[config.mk]
export PLATFORM = sky130hd
export DESIGN_NAME = imm_encoder
export DESIGN_NICKNAME = d
export VERILOG_FILES = /design/src/rtl/imm_encoder.sv
export SDC_FILE = /design/constraint.sdc
export NUM_CORES = 1
export LEC_CHECK = 0
export CORE_ASPECT_RATIO = 1.1
export CORE_MARGIN = 8
export CORE_UTILIZATION = 49
export DETAILED_ROUTE_END_ITERATION = 8
export PLACE_DENSITY_LB_ADDON = 0.2
export SKIP_CTS_REPAIR_TIMING = 1
export SLEW_MARGIN = 20
export SYNTH_ARGS = -nofsm -noshare
export SYNTH_HDL_FRONTEND = slang
export SYNTH_SLANG_ARGS = --single-unit
[constraint.sdc]
create_clock -name clk -period 5.4 [get_ports clk]
set_clock_uncertainty 0.2 [all_clocks]
set_input_delay 0.81 -clock clk [delete_from_list [all_inputs] [get_ports clk]]
set_output_delay 0.81 -clock clk [all_outputs]
set_load 0.005 [all_outputs]
[src/rtl/imm_encoder.sv]
// imm_encoder: two-stage RV32 I/S/B/U/J instruction packer with valid/ready; define IMM_ENCODER_RANGE_CHECK_EN to build immediate range checks
module imm_encoder (
  input  logic        clk,
  input  logic        rst,
  input  logic        in_valid,
  output logic        in_ready,
  input  logic [2:0]  immSrc,
  input  logic [6:0]  opcode,
  input  logic [4:0]  rd,
  input  logic [2:0]  funct3,
  input  logic [4:0]  rs1,
  input  logic [4:0]  rs2,
  input  logic [6:0]  funct7,
  input  logic [31:0] imm,
  output logic        out_valid,
  input  logic        out_ready,
  output logic [31:0] instr,
  output logic        err,
  output logic [7:0]  err_count
);
  logic        r_s1_valid, r_s2_valid;
  logic [2:0]  r_s1_src, r_s1_funct3;
  logic [6:0]  r_s1_opcode, r_s1_funct7, r_s2_funct7;
  logic [4:0]  r_s1_rd, r_s1_rs1, r_s1_rs2;
  logic [31:0] r_s1_imm, r_instr, w_instr;
  logic        w_s1_adv, w_accept, w_unused;
  assign w_s1_adv  = !r_s2_valid || out_ready;
  assign in_ready  = !rst && (!r_s1_valid || w_s1_adv);
  assign w_accept  = in_valid && in_ready;
  assign out_valid = r_s2_valid;
  assign instr     = r_instr;
  assign w_unused  = ^r_s2_funct7;
  always_comb begin
    w_instr = r_s1_src == 3'd0 ? {r_s1_imm[11:0], r_s1_rs1, r_s1_funct3, r_s1_rd, r_s1_opcode}
            : r_s1_src == 3'd1 ? {r_s1_imm[11:5], r_s1_rs2, r_s1_rs1, r_s1_funct3, r_s1_imm[4:0], r_s1_opcode}
            : r_s1_src == 3'd2 ? {r_s1_imm[12], r_s1_imm[10:5], r_s1_rs2, r_s1_rs1, r_s1_funct3, r_s1_imm[4:1], r_s1_imm[11], r_s1_opcode}
            : r_s1_src == 3'd3 ? {r_s1_imm[31:12], r_s1_rd, r_s1_opcode}
            : r_s1_src == 3'd4 ? {r_s1_imm[20], r_s1_imm[10:1], r_s1_imm[11], r_s1_imm[19:12], r_s1_rd, r_s1_opcode}
            : 32'b0;
  end
  always_ff @(posedge clk) begin
    if (w_accept) begin
      r_s1_src    <= immSrc;
      r_s1_opcode <= opcode;
      r_s1_rd     <= rd;
      r_s1_funct3 <= funct3;
      r_s1_rs1    <= rs1;
      r_s1_rs2    <= rs2;
      r_s1_funct7 <= funct7;
      r_s1_imm    <= imm;
    end
    if (w_s1_adv && r_s1_valid)
      r_s2_funct7 <= r_s1_funct7;
  end
  always_ff @(posedge clk) begin
    if (rst) begin
      r_s1_valid <= 1'b0;
      r_s2_valid <= 1'b0;
      r_instr    <= 32'b0;
    end else begin
      if (in_ready) r_s1_valid <= in_valid;
      if (w_s1_adv) r_s2_valid <= r_s1_valid;
      if (w_s1_adv && r_s1_valid) r_instr <= w_instr;
    end
  end
`ifdef IMM_ENCODER_RANGE_CHECK_EN
  logic       w_err, w_eq11, w_eq12, w_eq20, r_s1_err, r_err;
  logic [7:0] r_err_count;
  assign w_eq11 = &imm[31:11] || ~|imm[31:11];
  assign w_eq12 = &imm[31:12] || ~|imm[31:12];
  assign w_eq20 = &imm[31:20] || ~|imm[31:20];
  always_comb begin
    w_err = immSrc == 3'd0 || immSrc == 3'd1 ? !w_eq11
          : immSrc == 3'd2 ? imm[0] || !w_eq12
          : immSrc == 3'd3 ? |imm[11:0]
          : immSrc == 3'd4 ? imm[0] || !w_eq20
          : 1'b1;
  end
  always_ff @(posedge clk) begin
    if (w_accept) r_s1_err <= w_err;
    if (rst) begin
      r_err       <= 1'b0;
      r_err_count <= 8'd0;
    end else begin
      if (w_s1_adv && r_s1_valid) r_err <= r_s1_err;
      if (r_s2_valid && out_ready && r_err && r_err_count != 8'hFF) r_err_count <= r_err_count + 8'd1;
    end
  end
  assign err       = r_err;
  assign err_count = r_err_count;
`else
  assign err       = 1'b0;
  assign err_count = 8'd0;
`endif
endmodule

==> results.toml <==
[status]
run_status = "complete, no violations"

[pwr]
p_total_uw = 1430
power.density_nw_per_um2 = 301
peakVddDrop_uv = 237
p_leak_uw = 0.00157

[synth]
synth_top_family_by_area = "compound AO/OA/AOI/OAI gates"
synthDistinctLibCells = 34
yosysSeqAreaShare = 0.693
synth-xor-area-share = 0.00454
synth_edf_count = 60
post-synth-top-area-cell = "edfxtp_1"
synth_compound_area_frac = 0.159
yosys.area_share.simple = 0.0789
yosysMostFrequentCell = "edfxtp_1"
synthMuxAreaShare = 0.00908
netlist_instances = 274
synth_area_per_cell_um2 = 13.1
synth_common_cells = "60 x edfxtp_1, 36 x a21oi_1, 34 x dfxtp_1, 24 x a311oi_1, 19 x nand2_1"
synth-adder-area-share = 0.00314
ys_ff_latch = 94
netlist.area_leader.share = 0.503
synth_ff_type = "edfxtp_1"
ys_async_sr_fraction = 0
yosysWarningCount = 0
synth_area_leaders = "edfxtp_1 50%, dfxtp_1 19%, a311oi_1 5.9%"
synth_area_um2 = 3580

[cells_and_area]
drive_above_1_share = 0.0813
fin_nets = 435
area_growth_syn_to_layout_pct = 32.4
diodes = 0

[hold_path]
hold_depth = 2
hold_class = "reg -> reg"

[flow_run]
drv_cap = 0

[global_routing]
antenna_found_initial = 0
grt_overflow_total = 0
grt_pass1_wl_um = 13600
grt_max_degree = 37
grtUsageTotal = 0.164
grt_pass1_vias = 2613

[clocking]
cts_root_buf = "clkbuf_8"
cts_buffer_depth = 2
cts_htree_levels = 3
cts_buffers = 9
clkSinkCount = 94
cts_tree = "built"
clkTransAtPathRegs_ns = 0.09
clkLatencyLatePin_ns = 0.36

[worst_setup_path]
crit_type = "in -> out"
endpoint_kind = "output pin"
worstPathArrival_ns = 2.58
required_ns = 4.39
reg2reg_depth = 4
cp_max_fo = 14
startpoint_type = "input pin"

[sta]
fin_crit_sh = 0.666
worst_pin_slew_ns = 1.07
finalSetupViolations = 0
fin_tns_setup_ns = 0
max_freq_ghz = 0.278
drv_slew = 0
period_needed_ns = 3.59
rsz0062_at_grt = "false"
final-hold-violation-count = 0
slew_headroom = 0.284

[drt]
vias = 2528
ant_nets = 0
drt_pass1_iterations = 4
drt_iter0_markers = 158
routedWlPerCell_um = 18.7
via_per_inst = 5.57
drcViolationCount = 0
wirelength_um = 8480

[floorplanning]
coreArea_um2 = 7050
die-area_um2 = 10300
initial_core_util = 0.508
die_w_um = 97.5
num_io_pins = 114
row_count = 32
die_h_um = 106

[placement]
gp_congestion = 0.725
portBuffers = 97
place_hpwl_um = 5600
cells by family after synthesis:
group           after synthesis
mux                           3
simple gates                 52
fa+ha+maj                     1
other cells                   1
xor+xnor                      1
compound gates               90
buf+inv                      32
flops                        94
worst max-delay path, stage by stage:
cell and delay, ns:
clkdlybuf4s50_1 0.41, nor2b_1 0.69, a21oi_1 0.18, clkdlybuf4s50_1 0.49
state kept, by name, indices dropped and copies added (netlist names):
| name | count |
|---|---|
| r_s1_rs2 | 5 |
| instr | 32 |
| r_s1_funct3 | 3 |
| r_s1_rd | 5 |
| r_s1_valid | 1 |
| out_valid | 1 |
| r_s1_opcode | 7 |
| r_s1_rs1 | 5 |
| r_s1_imm | 32 |
| r_s1_src | 3 |
report_power, final:
group          leakage, µW  switching (µW)  total (µW)  internal, µW
clock network    0.0000980             242         451           209
logic             0.000626            67.7         156          88.2
registers         0.000842            17.0         820           803
total              0.00157             327        1430          1100
area by class of cell:
| type | count | area, µm² |
|---|---|---|
| clock inverter | 4 | 27.5 |
| timing repair buffer | 101 | 1000 |
| inverter | 2 | 7.51 |
| clock buffer | 12 | 166 |
| fill | 548 | 2300 |
| multi-input combinational | 156 | 951 |
| sequential | 94 | 2480 |
| tap | 85 | 106 |
through the flow:
| step | hold slack (ns) | cells | cell area (µm²) | util | setup slack (ns) |
|---|---|---|---|---|---|
| 2_1_floorplan | 0.266 | 282 | 3610 | - | 2.17 |
| 3_3_place_gp | 0.258 | 438 | 4550 | 0.645 | 1.88 |
| 3_5_place_dp | 0.267 | 438 | 4550 | 0.645 | 1.81 |
| 4_1_cts | 0.280 | 454 | 4740 | 0.673 | 1.79 |
| 5_1_grt | 0.306 | 454 | 4740 | 0.673 | 1.67 |
| 6_report | 0.279 | 454 | 4740 | 0.673 | 1.81 |
final timing paths:
check	slack, ns	endpoint	startpoint
max	1.81	in_ready	out_ready
min	0.28	instr[0]	instr[0]
max reg2reg	2.75	r_s1_funct3[0]	out_valid
min reg2reg	0.28	instr[0]	instr[0]
placed cells by master, fill, tap and decap left out, types with 2 or more instances in the layout:
cell type / instances
a21oi_1: 36
nand2b_1: 7
and3b_1: 2
clkbuf_8: 10
nor2_2: 2
nand4_1: 7
mux2_2: 2
a311oi_1: 24
o21ai_0: 17
dfxtp_1: 34
nand3_1: 8
conb_1: 9
buf_4: 4
edfxtp_1: 60
o21ai_1: 5
clkdlybuf4s50_1: 97
nand2_1: 19
a211oi_1: 5
metal layers:
layer  GRT usage  part of all wire
met1       0.192              0.43
met2       0.271              0.49
met3      0.0562             0.059
met4      0.0639             0.019
met5           0                 0
Power figures use the tool's default switching activity.
